### src/rtl/qa_drv_hc_types.sv
// qa_drv_hc_types: CCI, arbiter, CSR and status-manager types shared by the host channel blocks.
package qa_drv_hc_types;
  localparam int CCI_CLDATA_WIDTH = 512;
  localparam int CCI_CLADDR_WIDTH = 42;
  localparam int CCI_MDATA_WIDTH = 12;
  localparam int FIFO_IDX_BITS = 8;
  localparam int MDATA_TAG_HI = 11;
  localparam int MDATA_TAG_LO = 10;
  typedef logic [CCI_CLDATA_WIDTH-1:0] t_cci_cldata;
  typedef logic [CCI_CLADDR_WIDTH-1:0] t_cci_claddr;
  typedef logic [CCI_MDATA_WIDTH-1:0] t_cci_mdata;
  typedef logic [FIFO_IDX_BITS-1:0] t_fifo_from_host_idx;
  typedef enum logic [3:0] {
    eREQ_WRLINE_I = 4'h1,
    eREQ_WRLINE_M = 4'h2,
    eREQ_RDLINE_S = 4'h4,
    eREQ_RDLINE_I = 4'h6
  } t_cci_req;
  typedef enum logic [1:0] {
    eVC_VA  = 2'b00,
    eVC_VL0 = 2'b01,
    eVC_VH0 = 2'b10,
    eVC_VH1 = 2'b11
  } t_cci_vc;
  typedef struct packed {
    t_cci_req    req_type;
    t_cci_vc     vc;
    t_cci_claddr addr;
    t_cci_mdata  mdata;
  } t_cci_req_hdr;
  typedef struct packed {
    logic         request;
    t_cci_req_hdr header;
  } t_chan_req;
  typedef struct packed {
    t_chan_req read;
    t_chan_req write;
  } t_frame_arb;
  typedef struct packed {
    logic readerGrant;
    logic writerGrant;
  } t_channel_grant_arb;
  typedef struct packed {
    logic        rdValid;
    logic        wrValid;
    t_cci_mdata  mdata;
    t_cci_cldata data;
  } t_if_cci_c0_Rx;
  typedef struct packed {
    logic        hc_en;
    t_cci_claddr hc_read_frame;
  } t_qa_drv_hc_csrs;
  typedef struct packed {
    t_fifo_from_host_idx newestReadIdx;
  } t_from_status_mgr_fifo_from_host;
  typedef struct packed {
    t_fifo_from_host_idx oldestReadIdx;
  } t_to_status_mgr_fifo_from_host;
endpackage

### src/rtl/qa_drv_hc_fifo_from_host_rob.sv
// qa_drv_hc_fifo_from_host_rob: reorder buffer; responses land by slot, head is read and cleared in order.
module qa_drv_hc_fifo_from_host_rob
  import qa_drv_hc_types::*;
#(
  parameter int N_ENTRIES = 8,
  localparam int SW = $clog2(N_ENTRIES)
) (
  input  logic          clk,
  input  logic          reset_n,
  input  logic          alloc,
  input  logic [SW-1:0] alloc_slot,
  input  logic          resp,
  input  logic [SW-1:0] resp_slot,
  input  t_cci_cldata   resp_data,
  input  logic          pop,
  input  logic [SW-1:0] head_slot,
  output logic          head_valid,
  output t_cci_cldata   head_data
);
  logic [N_ENTRIES-1:0] valid_q, valid_d, pending_q, pending_d;
  t_cci_cldata line_q [N_ENTRIES];
  t_cci_cldata line_d [N_ENTRIES];
  logic accept;
  // Only slots with a read in flight may be written; stale or duplicate responses fall through.
  assign accept = resp && pending_q[resp_slot];
  assign head_valid = valid_q[head_slot];
  assign head_data = line_q[head_slot];
  always_comb begin
    valid_d = valid_q;
    pending_d = pending_q;
    line_d = line_q;
    if (alloc) pending_d[alloc_slot] = 1'b1;
    if (accept) begin
      pending_d[resp_slot] = 1'b0;
      valid_d[resp_slot] = 1'b1;
      line_d[resp_slot] = resp_data;
    end
    if (pop) valid_d[head_slot] = 1'b0;
  end
  always_ff @(posedge clk) begin
    if (!reset_n) begin
      valid_q <= '0;
      pending_q <= '0;
    end else begin
      valid_q <= valid_d;
      pending_q <= pending_d;
    end
    line_q <= line_d;
  end
endmodule

### src/rtl/qa_drv_hc_fifo_from_host.sv
// qa_drv_hc_fifo_from_host: host ring reader with out-of-order response reordering and in-order delivery.
// QA_DRV_HC_FIFO_FROM_HOST_OUT_REG_EN adds a one-entry output register (delivery latency t+2).
module qa_drv_hc_fifo_from_host
  import qa_drv_hc_types::*;
#(
  parameter int         N_BUF_ENTRIES = 8,
  parameter logic [1:0] MDATA_TAG = 2'b01
) (
  input  logic                            clk,
  input  logic                            reset_n,
  input  t_if_cci_c0_Rx                   rx0,
  input  t_qa_drv_hc_csrs                 csr,
  output t_frame_arb                      frame_reader,
  input  t_channel_grant_arb              read_grant,
  input  t_from_status_mgr_fifo_from_host status_to_fifo_from_host,
  output t_to_status_mgr_fifo_from_host   fifo_from_host_to_status,
  output t_cci_cldata                     rx_data,
  output logic                            rx_rdy,
  input  logic                            rx_enable
);
  localparam int SW = $clog2(N_BUF_ENTRIES);
  localparam t_fifo_from_host_idx IDX_ONE = 1;
  t_fifo_from_host_idx req_idx_q, req_idx_d, deq_idx_q, deq_idx_d, oldest_q, oldest_d, hd_idx, in_flight;
  logic issue, grant, deq, rob_pop, resp_hit, head_valid, unused;
  t_cci_cldata head_data;
  assign in_flight = req_idx_q - deq_idx_q;
  assign issue = reset_n && csr.hc_en && (req_idx_q != status_to_fifo_from_host.newestReadIdx) &&
                 (in_flight < t_fifo_from_host_idx'(N_BUF_ENTRIES));
  assign grant = issue && read_grant.readerGrant;
  assign resp_hit = rx0.rdValid && (rx0.mdata[MDATA_TAG_HI:MDATA_TAG_LO] == MDATA_TAG);
  assign deq = rx_enable && rx_rdy;
  assign fifo_from_host_to_status = '{oldestReadIdx: oldest_q};
  assign unused = ^{rx0.wrValid, rx0.mdata[MDATA_TAG_LO-1:SW], read_grant.writerGrant, hd_idx[FIFO_IDX_BITS-1:SW]};
  always_comb begin
    frame_reader = '0;
    frame_reader.read.request = issue;
    frame_reader.read.header.req_type = eREQ_RDLINE_S;
    frame_reader.read.header.vc = eVC_VA;
    frame_reader.read.header.addr = csr.hc_read_frame + t_cci_claddr'(req_idx_q);
    frame_reader.read.header.mdata = {MDATA_TAG, {(CCI_MDATA_WIDTH-2-SW){1'b0}}, req_idx_q[SW-1:0]};
  end
  always_comb begin
    req_idx_d = grant ? req_idx_q + IDX_ONE : req_idx_q;
    deq_idx_d = deq ? deq_idx_q + IDX_ONE : deq_idx_q;
    oldest_d = deq_idx_q;
  end
  always_ff @(posedge clk) begin
    if (!reset_n) begin
      req_idx_q <= '0;
      deq_idx_q <= '0;
      oldest_q <= '0;
    end else begin
      req_idx_q <= req_idx_d;
      deq_idx_q <= deq_idx_d;
      oldest_q <= oldest_d;
    end
  end
`ifdef QA_DRV_HC_FIFO_FROM_HOST_OUT_REG_EN
  // The ROB head runs at most one line ahead of deq_idx; that line sits in the output register.
  t_fifo_from_host_idx hd_idx_q, hd_idx_d;
  logic out_vld_q, out_vld_d;
  t_cci_cldata out_data_q, out_data_d;
  assign rob_pop = head_valid && (!out_vld_q || deq);
  assign hd_idx = hd_idx_q;
  assign rx_rdy = out_vld_q;
  assign rx_data = out_data_q;
  always_comb begin
    hd_idx_d = rob_pop ? hd_idx_q + IDX_ONE : hd_idx_q;
    out_vld_d = rob_pop || (out_vld_q && !deq);
    out_data_d = rob_pop ? head_data : out_data_q;
  end
  always_ff @(posedge clk) begin
    if (!reset_n) begin
      hd_idx_q <= '0;
      out_vld_q <= 1'b0;
    end else begin
      hd_idx_q <= hd_idx_d;
      out_vld_q <= out_vld_d;
    end
    out_data_q <= out_data_d;
  end
`else
  assign rob_pop = deq;
  assign hd_idx = deq_idx_q;
  assign rx_rdy = head_valid;
  assign rx_data = head_data;
`endif
  qa_drv_hc_fifo_from_host_rob #(.N_ENTRIES(N_BUF_ENTRIES)) rob (
    .clk(clk),
    .reset_n(reset_n),
    .alloc(grant),
    .alloc_slot(req_idx_q[SW-1:0]),
    .resp(resp_hit),
    .resp_slot(rx0.mdata[SW-1:0]),
    .resp_data(rx0.data),
    .pop(rob_pop),
    .head_slot(hd_idx[SW-1:0]),
    .head_valid(head_valid),
    .head_data(head_data)
  );
endmodule
### config.mk
export PLATFORM = sky130hd
export DESIGN_NAME = qa_drv_hc_fifo_from_host
export DESIGN_NICKNAME = d
export VERILOG_FILES = /design/src/rtl/qa_drv_hc_types.sv /design/src/rtl/qa_drv_hc_fifo_from_host_rob.sv /design/src/rtl/qa_drv_hc_fifo_from_host.sv
export SDC_FILE = /design/constraint.sdc
export NUM_CORES = 2
export LEC_CHECK = 0
export CORE_ASPECT_RATIO = 1.1
export CORE_UTILIZATION = 55
export DETAILED_ROUTE_END_ITERATION = 10
export MAX_ROUTING_LAYER = met4
export PLACE_DENSITY = 0.75
export SYNTH_ARGS = -nofsm -noshare
export SYNTH_HDL_FRONTEND = slang
export SYNTH_SLANG_ARGS = --single-unit
### constraint.sdc
create_clock -name clk -period 23.8 [get_ports clk]
set_input_delay 7.14 -clock clk [delete_from_list [all_inputs] [get_ports clk]]
set_output_delay 7.14 -clock clk [all_outputs]
set_load 0.03 [all_outputs]
# After elaboration in Yosys (flattened, before gate mapping)

Index checks and enable logic that the tools add are counted.

Bits in registers: 4,136
Bits of input ports: 582
Word-level logic and storage cells: 68

$add $sub $neg: 4
$lt $le $gt $ge: 10
Equal/unequal tests: 2
Muxes and demuxes: 20
Bitwise operators: 8
Reductions and logical operators: 11

Operator list:

| cell                                                                         | count |
|---|---|
| 4096-bit bitwise mux                                                         | 1 |
| 512-bit binary-select mux with 3-bit select                                  | 1 |
| 512-bit demux with 3-bit select                                              | 1 |
| 512-bit two-way mux                                                          | 3 |
| 42-bit by 8-bit adder with 42-bit output                                     | 1 |
| 8-bit two-way mux                                                            | 4 |
| 8-bit by 1-bit adder with 8-bit output, second input constant                | 2 |
| 8-bit bitwise AND                                                            | 2 |
| 8-bit inverter                                                               | 2 |
| 8-bit bitwise OR                                                             | 2 |
| 3-bit by 4-bit less-than comparator with 1-bit output, second input constant | 3 |
| 1-bit logical AND                                                            | 11 |
| 1-bit demux with 3-bit select                                                | 3 |
| 3-bit by 1-bit >= comparator with 1-bit output, second input constant        | 3 |
| 4-bit >= comparator, second input constant                                   | 2 |
| 8-bit by 4-bit less-than comparator with 1-bit output, second input constant | 1 |
| 8-bit inequality test                                                        | 1 |
| 3-bit inverter with 4-bit output                                             | 2 |
| 8-bit subtractor                                                             | 1 |
| 1-bit binary-select mux with 3-bit select                                    | 2 |
| 1-bit two-way mux                                                            | 5 |
| 4-bit by 1-bit less-than comparator with 1-bit output, second input constant | 1 |
| 2-bit by 1-bit == test with 1-bit output, second input constant              | 1 |

# Depth between registers and ports, before layout

Word-level depth: 8
Gate-level depth with buffers: 12
Depth with buffers taken out: 9

# Modules after synthesis

A second synthesis with hierarchy kept.

Cell total of the unflattened synthesis: 6,366
Area total of the unflattened synthesis: 156,964.3 sq um

By module, submodules not included:

| module                       | instances | cells an instance | area an instance (sq um) |
|---|---|---|---|
| qa_drv_hc_fifo_from_host_rob | 1         | 5,985             | 154,074.0 |
| qa_drv_hc_fifo_from_host     | 1         | 381               | 2,890.3 |

# Worst setup path after synthesis

No wires, ideal clock.

Path kind: input port to flip-flop
From: input rx0[525] (netlist bit)
To: register rob.valid_q[4]
Arrival time: 20,785 ps
Data required time: 23,686 ps
Slack: 2,901 ps
Stages: 4
Cell sequence: nand2_1 nor3b_1 and3_1 o221a_2

Longest elaborated chain between the ends: 5

Ends and longest elaborated chain:

| item                               | line                               | RTL |
|---|---|---|
| start: declaration                 | qa_drv_hc_fifo_from_host.sv:11     | `input t_if_cci_c0_Rx rx0,` |
| 1-bit logical AND *                | qa_drv_hc_fifo_from_host.sv:30     | `assign resp_hit = rx0.rdValid && (rx0.mdata[MDATA_TAG_HI:MDATA_TAG_LO] == MDATA_TAG);` |
| 1-bit logical AND *                | qa_drv_hc_fifo_from_host_rob.sv:25 | `assign accept = resp && pending_q[resp_slot];` |
| 8-bit two-way mux *                | qa_drv_hc_fifo_from_host_rob.sv:33 | `if (accept) begin` |
| 8-bit bitwise AND (no source line) | -                                  |  |
| 8-bit two-way mux *                | qa_drv_hc_fifo_from_host_rob.sv:38 | `if (pop) valid_d[head_slot] = 1'b0;` |
| end signal: assignment             | qa_drv_hc_fifo_from_host_rob.sv:45 | `valid_q <= valid_d;` |
| end: declaration                   | qa_drv_hc_fifo_from_host_rob.sv:20 | `logic [N_ENTRIES-1:0] valid_q, valid_d, pending_q, pending_d;` |

Every way passes the cells marked *; elsewhere a longest branch is shown, timed or not.
A chain may end at the register's enable or synchronous reset.

==> results.sh <==
export IMPL_post_dp_cell_area_um2=172000
export IMPL_grt_pass1_wl_um=548000
export IMPL_worst_hold_path_type="flip-flop to flip-flop"
export IMPL_unrepaired_setup_endpoints_after_global_routing="no"
export IMPL_holdBufCountCts=0
export IMPL_outcome="finished clean"
export IMPL_synthesis_area_per_instance_um2=21.0
export IMPL_synthToLayoutAreaGrowth_pct=18.3
export IMPL_worst_ep_arrival_time_ns=10.98
export IMPL_post_cts_buffers=0
export IMPL_path_buf_inv=3
export IMPL_cts_tree="built"
export IMPL_fp_row_count=205
export IMPL_worst_r2r_endpoint="rob.line_q[157]"
export IMPL_synth_top_cell_area_share_pct=78.3
export IMPL_synth_edff_count=4096
export IMPL_synth_top_cells_by_area="sky130_fd_sc_hd__edfxtp_1 (78%), sky130_fd_sc_hd__mux4_2 (15%), sky130_fd_sc_hd__nand2_1 (3.8%)"
export IMPL_synth_top_area_cell="sky130_fd_sc_hd__edfxtp_1"
export IMPL_avgViaCountPerCell=6.00
export IMPL_r2r_worst_path_cells=5
export IMPL_synth_ff_latch_count=4136
export IMPL_crit_required_ns=16.66
export IMPL_maxSlewHeadroom_pct=22.9
export IMPL_via_count_of_the_first_global_routing_pass=78926
export IMPL_worstSetupStartpointType="input pin"
export IMPL_crit_top_cell="sky130_fd_sc_hd__clkdlybuf4s50_1"
export IMPL_timing_hold_violations_final=0
export IMPL_synth_ff_type="sky130_fd_sc_hd__edfxtp_1"
export IMPL_yosys_warnings=0
export IMPL_crit_reg2reg_launch="rob.pending_q[7]"
export IMPL_design_area_um2=186000
export IMPL_layout_nets=9378
export IMPL_globalRoute_totalOverflow=0
export IMPL_tritoncts_num_sinks=4136
export IMPL_max_cap_violations=0
export IMPL_clk_latency_ns=0.97
export IMPL_path_depth=11
export IMPL_detailedRoute_firstPassIterationCount=5
export IMPL_numCtsBuffers=398
export IMPL_setup_viols_final=0
export IMPL_end_kind="output port"
export IMPL_synthesis_instances=7469
export IMPL_io_pins=1225
export IMPL_initial_core_util_pct=55.4
export IMPL_worstHoldPathCells=2
export IMPL_holdPathEnd="rob.pending_q[2]"
export IMPL_clock_root_buffer="sky130_fd_sc_hd__clkbuf_16"
export IMPL_cts_resized=0
export IMPL_hold_path_startpoint="rob.pending_q[2]"
export IMPL_final_cell_mix="sky130_fd_sc_hd__edfxtp_1 (4,096), sky130_fd_sc_hd__nand2_1 (1,573), sky130_fd_sc_hd__clkdlybuf4s50_1 (1,139), sky130_fd_sc_hd__mux4_2 (1,025), sky130_fd_sc_hd__clkbuf_16 (399)"
export IMPL_slew_violations=0
export IMPL_worstMarginPinSlew_ns=1.16
export IMPL_worst_ir_drop_vdd_mv=0.0744
export IMPL_power_density_cell_area_nw_per_um2=77.9
export IMPL_timing_clock_skew_ns=0.0765
export IMPL_routed_via_count=77870
export IMPL_clk_pin_slew_worst_paths_ns=0.06
export IMPL_cp_startpoint="csr[0]"
export IMPL_synth_cell_area_um2=157000
export IMPL_drt_initial_drc_count=7873
export IMPL_wl_per_cell_um=29.4
export IMPL_final_period_minus_worst_setup_slack_ns=18.12
export IMPL_clock_tree_buffer_depth=4
export IMPL_total_leakage_power_nw=59.0
export IMPL_route_detailed_drc=0
export IMPL_final_layout_size_suffix_gt1_share_pct=19.2
export IMPL_mostFrequentLayoutCell="sky130_fd_sc_hd__edfxtp_1"
export IMPL_die_area_um2=288000
export IMPL_synth_seq_area_share_pct=78.8
export IMPL_htreeDepth=5
export IMPL_grt_start_max_net_pins=153
export IMPL_ant_nets=0
export IMPL_clock_fmax_mhz=55.2
export IMPL_synth_cell_type_count=66
export IMPL_floorplan_die_width_um=511
export IMPL_antenna_found_initial=146
export IMPL_total_wirelength_um=382000
export IMPL_multi_input_area_um2=31300
export IMPL_ff_latch_area_um2=124000
export IMPL_critical_path_slowest_cell="sky130_fd_sc_hd__a21boi_1"
export IMPL_synth_async_reset_ratio_pct=0
export IMPL_die_height_um=562
export IMPL_setup_total_negative_slack_ns=0
export IMPL_place_gp_congestion=0.907
export IMPL_timing_reg2reg_setup_slack_ns=18.98
export IMPL_grt_usage_pct=27.1
export IMPL_worst_path_largest_cell_delay_ns=0.80
export IMPL_dp_hpwl_um=222000
export IMPL_post_route_fraction_of_the_period_consumed_by_the_critical_path_pct=76.1
export IMPL_nFillCells=17836
export IMPL_timing_critical_path_cells="clkdlybuf4s50_1 -> ha_1 -> inv_1 -> fa_1 -> nor2b_1 -> o31a_1 -> o221ai_1 -> a21boi_1 -> nand3_1 -> xnor2_1 -> clkdlybuf4s50_1"
export IMPL_core_area_um2=284000
export IMPL_cp_top_family="buffers and inverters"
export IMPL_place_port_buffers=1139
export IMPL_startpoint_to_endpoint_class_of_the_critical_path="input pin to output port"
export IMPL_crit_fanout=10
metrics by stage:
step | setup slack (ns) | power [mW] | hold slack (ns) | util, % | std cells
after floorplan | 2.90 | 8.21 | 0.429 | - | 7543
after global placement | 5.96 | 8.37 | 0.441 | 60.8 | 12105
after detailed placement | 5.85 | 8.39 | 0.460 | 60.8 | 12105
after CTS | 5.83 | 14.6 | 0.468 | 65.4 | 12841
after global routing | 5.58 | 14.8 | 0.488 | 65.5 | 12965
final | 5.68 | 14.5 | 0.469 | 65.5 | 12987
kinds of logic (layout without fill, tap and decap cells):
kind of cell | after synthesis | in the layout | synth area share [%]
compound gates | 60 | 60 | 0.274
xor+xnor | 54 | 54 | 0.301
fa+ha+maj | 17 | 17 | 0.140
buf+inv | 460 | 2032 | 1.40
flops | 4136 | 4136 | 78.8
mux | 1035 | 1035 | 14.8
other cells | 2 | 222 | 0.00478
simple gates | 1705 | 1705 | 4.27
synth_stat cells, types with 15 or more instances:
cell type                  instances
sky130_fd_sc_hd__xor2_1           18
sky130_fd_sc_hd__nand2_1        1573
sky130_fd_sc_hd__nand3_1          22
sky130_fd_sc_hd__buf_2           108
sky130_fd_sc_hd__ha_1             16
sky130_fd_sc_hd__nor2_1           26
sky130_fd_sc_hd__inv_1            25
sky130_fd_sc_hd__mux4_2         1025
sky130_fd_sc_hd__buf_4            81
sky130_fd_sc_hd__dfxtp_1          40
sky130_fd_sc_hd__edfxtp_1       4096
sky130_fd_sc_hd__nand4_1          15
sky130_fd_sc_hd__clkbuf_1        190
sky130_fd_sc_hd__buf_1            50
sky130_fd_sc_hd__xnor2_1          36
state kept, by name (all words and copies together), names as in the netlist:
signal / cells
deq_idx_q: 8
rob.line_q: 4096
fifo_from_host_to_status: 8
rob.valid_q: 8
req_idx_q: 8
rob.pending_q: 8
how the worst max path moves through the flow:
stage,end
5_1_grt,frame_reader[87]
4_1_cts,frame_reader[87]
2_1_floorplan,rob.valid_q[4]
3_5_place_dp,frame_reader[87]
3_3_place_gp,frame_reader[87]
6_report,frame_reader[87]
cell type report:
class                      count  share of cell area, %
antenna                      146                  0.197
timing repair buffer        1269                   6.76
sequential                  4136                   66.6
tap                         3726                   2.51
multi-input combinational   2947                   16.9
clock inverter               255                   1.40
clock buffer                 481                   5.58
inverter                      27                 0.0667
routing by layer:
metal	part of all wire, %	wire (µm)	global-route usage (%)
met2	48	184000	41.2
met5	0	0	-
met3	12	44500	9.48
met4	3.7	14200	10.2
met1	36	139000	33.7
where the power goes:
group	switching, mW	internal (mW)
clock	2.72	3.51
combinational	0.138	0.101
sequential	0.000418	8.00
total	2.86	11.6
worst min-delay path: stages (launching register included):
cell and delay [ns]:
sky130_fd_sc_hd__dfxtp_1 0.31, sky130_fd_sc_hd__nand2_1 0.06, sky130_fd_sc_hd__a21oi_1 0.05
(Power assumes the default switching activity.)
